## config.mk

```make
export PLATFORM = sky130hd
export DESIGN_NAME = rr_priority_arbiter_8ch
export DESIGN_NICKNAME = d
export VERILOG_FILES = /design/src/rtl/arb_pkg.sv /design/src/rtl/rr_pick_8.sv /design/src/rtl/rr_priority_arbiter_8ch.sv
export SDC_FILE = /design/constraint.sdc
export NUM_CORES = 1
export LEC_CHECK = 0
export ABC_AREA = 1
export CORE_MARGIN = 5
export CORE_UTILIZATION = 56
export CTS_CLUSTER_DIAMETER = 50
export DETAILED_ROUTE_END_ITERATION = 7
export PLACE_DENSITY = 0.83
export SETUP_SLACK_MARGIN = 0.2
export SYNTH_ARGS = -nofsm -noshare
export SYNTH_HDL_FRONTEND = slang
export SYNTH_SLANG_ARGS = --single-unit
```

## constraint.sdc

```tcl
create_clock -name clk_i -period 3.3 [get_ports clk_i]
set_input_delay 0.66 -clock clk_i [delete_from_list [all_inputs] [get_ports clk_i]]
set_output_delay 0.66 -clock clk_i [all_outputs]
set_load 0.05 [all_outputs]
```

## src/rtl/arb_pkg.sv

```systemverilog
// arb_pkg: shared types, widths and one-hot/binary helpers for the 8-channel arbiter
//   N_REQ       number of requesters (fixed at 8)
//   ID_W        width of a requester index
//   arb_state_t arbiter FSM states
package arb_pkg;
    localparam int N_REQ = 8;
    localparam int ID_W = 3;
    typedef enum logic [1:0] {IDLE, GRANT, RELEASE} arb_state_t;
    function automatic logic [N_REQ-1:0] id2onehot(input logic [ID_W-1:0] id);
        return 8'b1 << id;
    endfunction
    function automatic logic [ID_W-1:0] onehot2id(input logic [N_REQ-1:0] oh);
        logic [ID_W-1:0] id;
        id = '0;
        for (int i = 0; i < N_REQ; i++)
            if (oh[i]) id = ID_W'(i);
        return id;
    endfunction
endpackage

```

## src/rtl/rr_pick_8.sv

```systemverilog
// rr_pick_8: combinational rotating priority encoder over 8 requests
//   req      in   8  request vector
//   start_id in   3  index searched first in rotating mode (search runs downward, wrapping 0->7)
//   rr_mode  in   1  1 = rotating start at start_id, 0 = fixed start at 7
//   found    out  1  at least one request set
//   id       out  3  index of the winning request, 0 when none
import arb_pkg::*;
module rr_pick_8 (
    input  logic [N_REQ-1:0] req,
    input  logic [ID_W-1:0]  start_id,
    input  logic             rr_mode,
    output logic             found,
    output logic [ID_W-1:0]  id
);
    logic [ID_W-1:0] base;
    assign base = rr_mode ? start_id : ID_W'(N_REQ - 1);
    // Walk from farthest to nearest so the nearest hit to base is written last and wins.
    always_comb begin
        found = 1'b0;
        id = '0;
        for (int i = N_REQ - 1; i >= 0; i--)
            if (req[base - ID_W'(i)]) begin
                found = 1'b1;
                id = base - ID_W'(i);
            end
    end
endmodule

```

## src/rtl/rr_priority_arbiter_8ch.sv

```systemverilog
// rr_priority_arbiter_8ch: registered 8-way arbiter with round-robin/fixed priority and hold watchdog
//   clk_i         in   1  clock
//   rst_n_i       in   1  asynchronous active-low reset
//   enable_i      in   1  arbitration allowed; low forces release
//   rr_mode_i     in   1  1 = round-robin, 0 = fixed priority (7 highest)
//   req_i         in   8  level-sensitive requests
//   done_i        in   1  owner releases the grant
//   grant_o       out  8  one-hot registered grant
//   grant_id_o    out  3  index of grant_o, 0 when no grant
//   grant_valid_o out  1  grant_o non-zero
//   timeout_o     out  1  one-cycle pulse on watchdog release
import arb_pkg::*;
module rr_priority_arbiter_8ch #(
    parameter int MAX_HOLD = 16,
    parameter int CNT_W = 5
) (
    input  logic             clk_i,
    input  logic             rst_n_i,
    input  logic             enable_i,
    input  logic             rr_mode_i,
    input  logic [N_REQ-1:0] req_i,
    input  logic             done_i,
    output logic [N_REQ-1:0] grant_o,
    output logic [ID_W-1:0]  grant_id_o,
    output logic             grant_valid_o,
    output logic             timeout_o
);
    arb_state_t      state;
    logic [CNT_W-1:0] hold_cnt;
    logic [ID_W-1:0]  last_id;
    logic             pick_found;
    logic [ID_W-1:0]  pick_id;
    logic             wd_hit;
    logic             exit_now;
    logic             timeout_hit;

    // Previous owner is searched last: start one below it.
    rr_pick_8 u_pick (
        .req      (req_i),
        .start_id (last_id - ID_W'(1)),
        .rr_mode  (rr_mode_i),
        .found    (pick_found),
        .id       (pick_id)
    );

    assign wd_hit = hold_cnt == CNT_W'(MAX_HOLD - 1);
    assign exit_now = !enable_i || done_i || !req_i[grant_id_o] || wd_hit;
    // Watchdog only reports when no other release cause is present.
    assign timeout_hit = enable_i && !done_i && req_i[grant_id_o] && wd_hit;

    always_ff @(posedge clk_i or negedge rst_n_i) begin
        if (!rst_n_i) begin
            state <= IDLE;
            hold_cnt <= '0;
            last_id <= '0;
            grant_o <= '0;
            grant_id_o <= '0;
            grant_valid_o <= 1'b0;
            timeout_o <= 1'b0;
        end else begin
            timeout_o <= 1'b0;
            case (state)
                IDLE: if (enable_i && pick_found) begin
                    state <= GRANT;
                    grant_o <= id2onehot(pick_id);
                    grant_id_o <= pick_id;
                    grant_valid_o <= 1'b1;
                end
                GRANT: begin
                    hold_cnt <= hold_cnt + 1'b1;
                    if (exit_now) begin
                        state <= RELEASE;
                        grant_o <= '0;
                        grant_id_o <= '0;
                        grant_valid_o <= 1'b0;
                        last_id <= grant_id_o;
                        timeout_o <= timeout_hit;
                    end
                end
                RELEASE: begin
                    hold_cnt <= '0;
                    state <= IDLE;
                end
                default: state <= IDLE;
            endcase
        end
    end
endmodule

```

==> flow_summary_export.csv, run 1 <==
group,metric,value,unit
setup_path,r2r_cells,18,
floorplan,num_rows,21,
setup_path,startpoint,"rr_mode_i",
setup_path,r2r_start,"last_id[0]$_DFFE_PN0P_",
flow_run,maxCapViolations,0,
logic_synthesis,synth_top_area_share,28.57,%
sta,slew_headroom,65.72,%
clock_tree,cts_tree,"built",
sta,finalCritPeriodShare,85.01,%
sta,finalSetupTns,0,ps
logic_synthesis,synth_seq_cells,23,
logic_synthesis,synth_edf_count,0,
logic_synthesis,synth_area,0.002014,mm2
min_path,hold_class,"reg -> reg",
logic_synthesis,ys_top_cells_by_count,"nand2_1 (107), inv_1 (33), nand3_1 (31), dfrtp_1 (23), nand2_2 (16)",
pwr,vdd_drop_max,0.0007103,V
logic_synthesis,synth_area_per_cell,6.519,um2
clock_tree,cts_made_buffers,3,
logic_synthesis,ys_seq_area_share,28.57,%
final_layout,num-fill-cells,306,
grt,track_usage,20.35,%
logic_synthesis,synth_top_cells_by_area,"dfrtp_1 (29%), nand2_1 (20%), nand3_1 (7.7%)",
sta,fmax,356.5,MHz
grt,overflow,0,
logic_synthesis,synth_flop_cell,"dfrtp_1",
setup_path,worst_ep_required_time,3570,ps
floorplan,die_y,69.98,um
sta,setup_viol,0,
pwr,power.leakage,1.269,nW
sta,report.final.slew_viol_count,0,
pwr,powerDensity,1053,mW/mm2
clock_tree,cts.sinks,23,
sta,skew,17.91,ps
detailed_routing,drt_iter0_markers,178,
floorplan,io_pins,26,
floorplan,die_w,69.98,um
final_layout,fin_nets,361,
logic_synthesis,synth_nets,330,
clock_tree,clkLatencyLatePin,310,ps
final_layout,drive_gt1_share,14.45,%
detailed_routing,wl_per_cell,12.69,um
setup_path,cp_data_arrival_time,3070,ps
grt,grt_pass1_vias,1939,
sta,layout_min_cycle_time,2805,ps
logic_synthesis,yosysMostFrequentCell,"nand2_1",
floorplan,die-area,0.004897,mm2
run_status,status,"finished, final reports clean",
sta,worst_slew_pin_slew,512.6,ps
grt,grt_pass1_wl,8300,um
clock_tree,path_clk_slew,130,ps
clock_tree,htree_levels,1,
final_layout,diodes,0,
clock_tree,clockRootBuffer,"clkbuf_4",
setup_path,rrSetupSlack,540,ps
logic_synthesis,synth_cells,309,
logic_synthesis,yosysWarnings,0,
clock_tree,hold_buffers,0,
detailed_routing,vias,2055,
placed_design,hpwl,4047,um
floorplan,core_area,0.003416,mm2
logic_synthesis,yosysTopAreaCell,"dfrtp_1",
final_layout,area_growth_syn_to_layout,16.52,%
setup_path,critical_path_class,"in -> reg",
setup_path,cp_max_fo,7,
placed_design,numPortBuffers,25,
detailed_routing,firstDrtPassIters,4,
setup_path,endpoint_kind,"flop",
logic_synthesis,async_flop_share,100.0,%
setup_path,r2r_end,"grant_o[4]$_DFFE_PN0P_",
detailed_routing,totalWireLength,4887,um
setup_path,crit_path_end,"grant_o[4]$_DFFE_PN0P_",
setup_path,start_kind,"primary input",
detailed_routing,drc_errors,0,
sta,hold_viol,0,
grt,antenna_found_initial,0,
grt,grt_max_degree,24,
placed_design,routabilityCongestion,0.9062,
clock_tree,clock_path_buffers,2,
detailed_routing,viasPerCell,5.338,
floorplan,start_util,58.97,%
final_layout,utilization,68.72,%
detailed_routing,ant_nets,0,
sta,rsz0062_at_grt,"false",
logic_synthesis,synthDistinctLibCells,29,
critical path, stage by stage:
cell and delay (ps):
clkdlybuf4s50_1 580, nand2_4 60, inv_1 120, ha_1 260, inv_1 160, nand3_1 100
nand2_1 80, nand2_1 80, nand2_2 110, inv_2 50, nand2_2 70, nor2_4 50
nand2_4 80, nand4_2 130, nor2_1 270, nand4_1 120, nand2_1 80
state kept, by name, indices dropped and copies added (netlist names):
name	cells
grant_o	8
hold_cnt	5
grant_id_o	3
last_id	3
state	2
grant_valid_o	1
timeout_o	1
where the power goes:
group          internal (mW)  switching [mW]
clock                 0.0452          0.0816
sequential             0.391          0.0836
combinational          0.615            1.26
cell type report:
class / count / area [um2] / area share [%]
Timing Repair Buffer: 32 / 302.8 / 12.90
Inverter: 40 / 152.6 / 6.503
Clock inverter: 1 / 5.005 / 0.2132
Multi-Input combinational cell: 240 / 1230 / 52.40
Clock buffer: 3 / 22.52 / 0.9595
Tap cell: 46 / 57.56 / 2.452
Sequential cell: 23 / 576.8 / 24.57
cell families after synthesis:
family	synth area share, %
AND/OR/NAND/NOR	45.53
adder cells (fa/ha/maj)	4.969
AO/OA/AOI/OAI	10.06
flip-flops	28.57
buffers and inverters	10.37
multiplexers	0.4969
metal layers:
layer,part of all wire (%),track usage [%]
met5,0,0
met4,2.1,7.447
met3,3.3,3.730
met2,49,34.10
met1,46,26.05
metrics by stage:
stage,hold WS [ps],worst slack [ps],power [mW],instances,instance area [um2]
floorplan,364.4,695.0,1.903,309,2014
global placement,467.3,234.2,2.297,381,2318
detailed placement,475.9,177.7,2.331,381,2318
CTS,506.3,416.6,2.463,385,2346
global route,527.4,262.8,2.719,385,2347
finish,504.6,494.8,2.472,385,2347
cells in the final DEF (no fill, tap or decap):
master,Yosys,layout
a21oi_1,12,12
nand4_1,11,11
o21bai_1,2,2
nand2_4,4,4
o21ai_0,10,10
dfrtp_1,23,22
buf_4,3,7
nand3_1,31,31
nor2_4,1,1
and2_1,3,3
nand2_1,107,107
a21oi_2,3,3
o21a_1,1,1
clkbuf_4,0,3
nor2_1,15,15
or2_2,1,1
nand3_2,2,2
clkinv_2,0,1
o21ai_1,2,2
nand4_2,1,1
inv_4,1,1
o22ai_1,4,4
mux2i_1,1,1
o21ai_2,1,1
inv_2,6,6
ha_1,8,8
clkdlybuf4s50_1,0,25
nand2_2,16,16
nor2_2,1,1
dfrtp_2,0,1
inv_1,33,33
nor3_1,3,3
what timing repair did:
item	CTS	global route
setup buffers	0	0
endpoints found under the setup margin	0	8
resized for setup	0	1
worst min path at each step:
stage | cells after the start | from | end | slack [ps]
floorplan | 0 | rst_n_i | grant_id_o[0]$_DFFE_PN0P_ | 360
global placement | 2 | grant_o[3]$_DFFE_PN0P_ | grant_o[3]$_DFFE_PN0P_ | 470
detailed placement | 2 | grant_o[4]$_DFFE_PN0P_ | grant_o[4]$_DFFE_PN0P_ | 480
CTS | 2 | grant_o[4]$_DFFE_PN0P_ | grant_o[4]$_DFFE_PN0P_ | 510
global route | 2 | grant_o[5]$_DFFE_PN0P_ | grant_o[5]$_DFFE_PN0P_ | 530
finish | 2 | grant_o[3]$_DFFE_PN0P_ | grant_o[3]$_DFFE_PN0P_ | 500
(Power assumes the default switching activity.)
==> run 2, diff against run 1 <==
SKIP_LAST_GASP = 1   (was default)
==> results of run 2 <==
No change in the layout: final DEF, timing and power equal those of run 1.
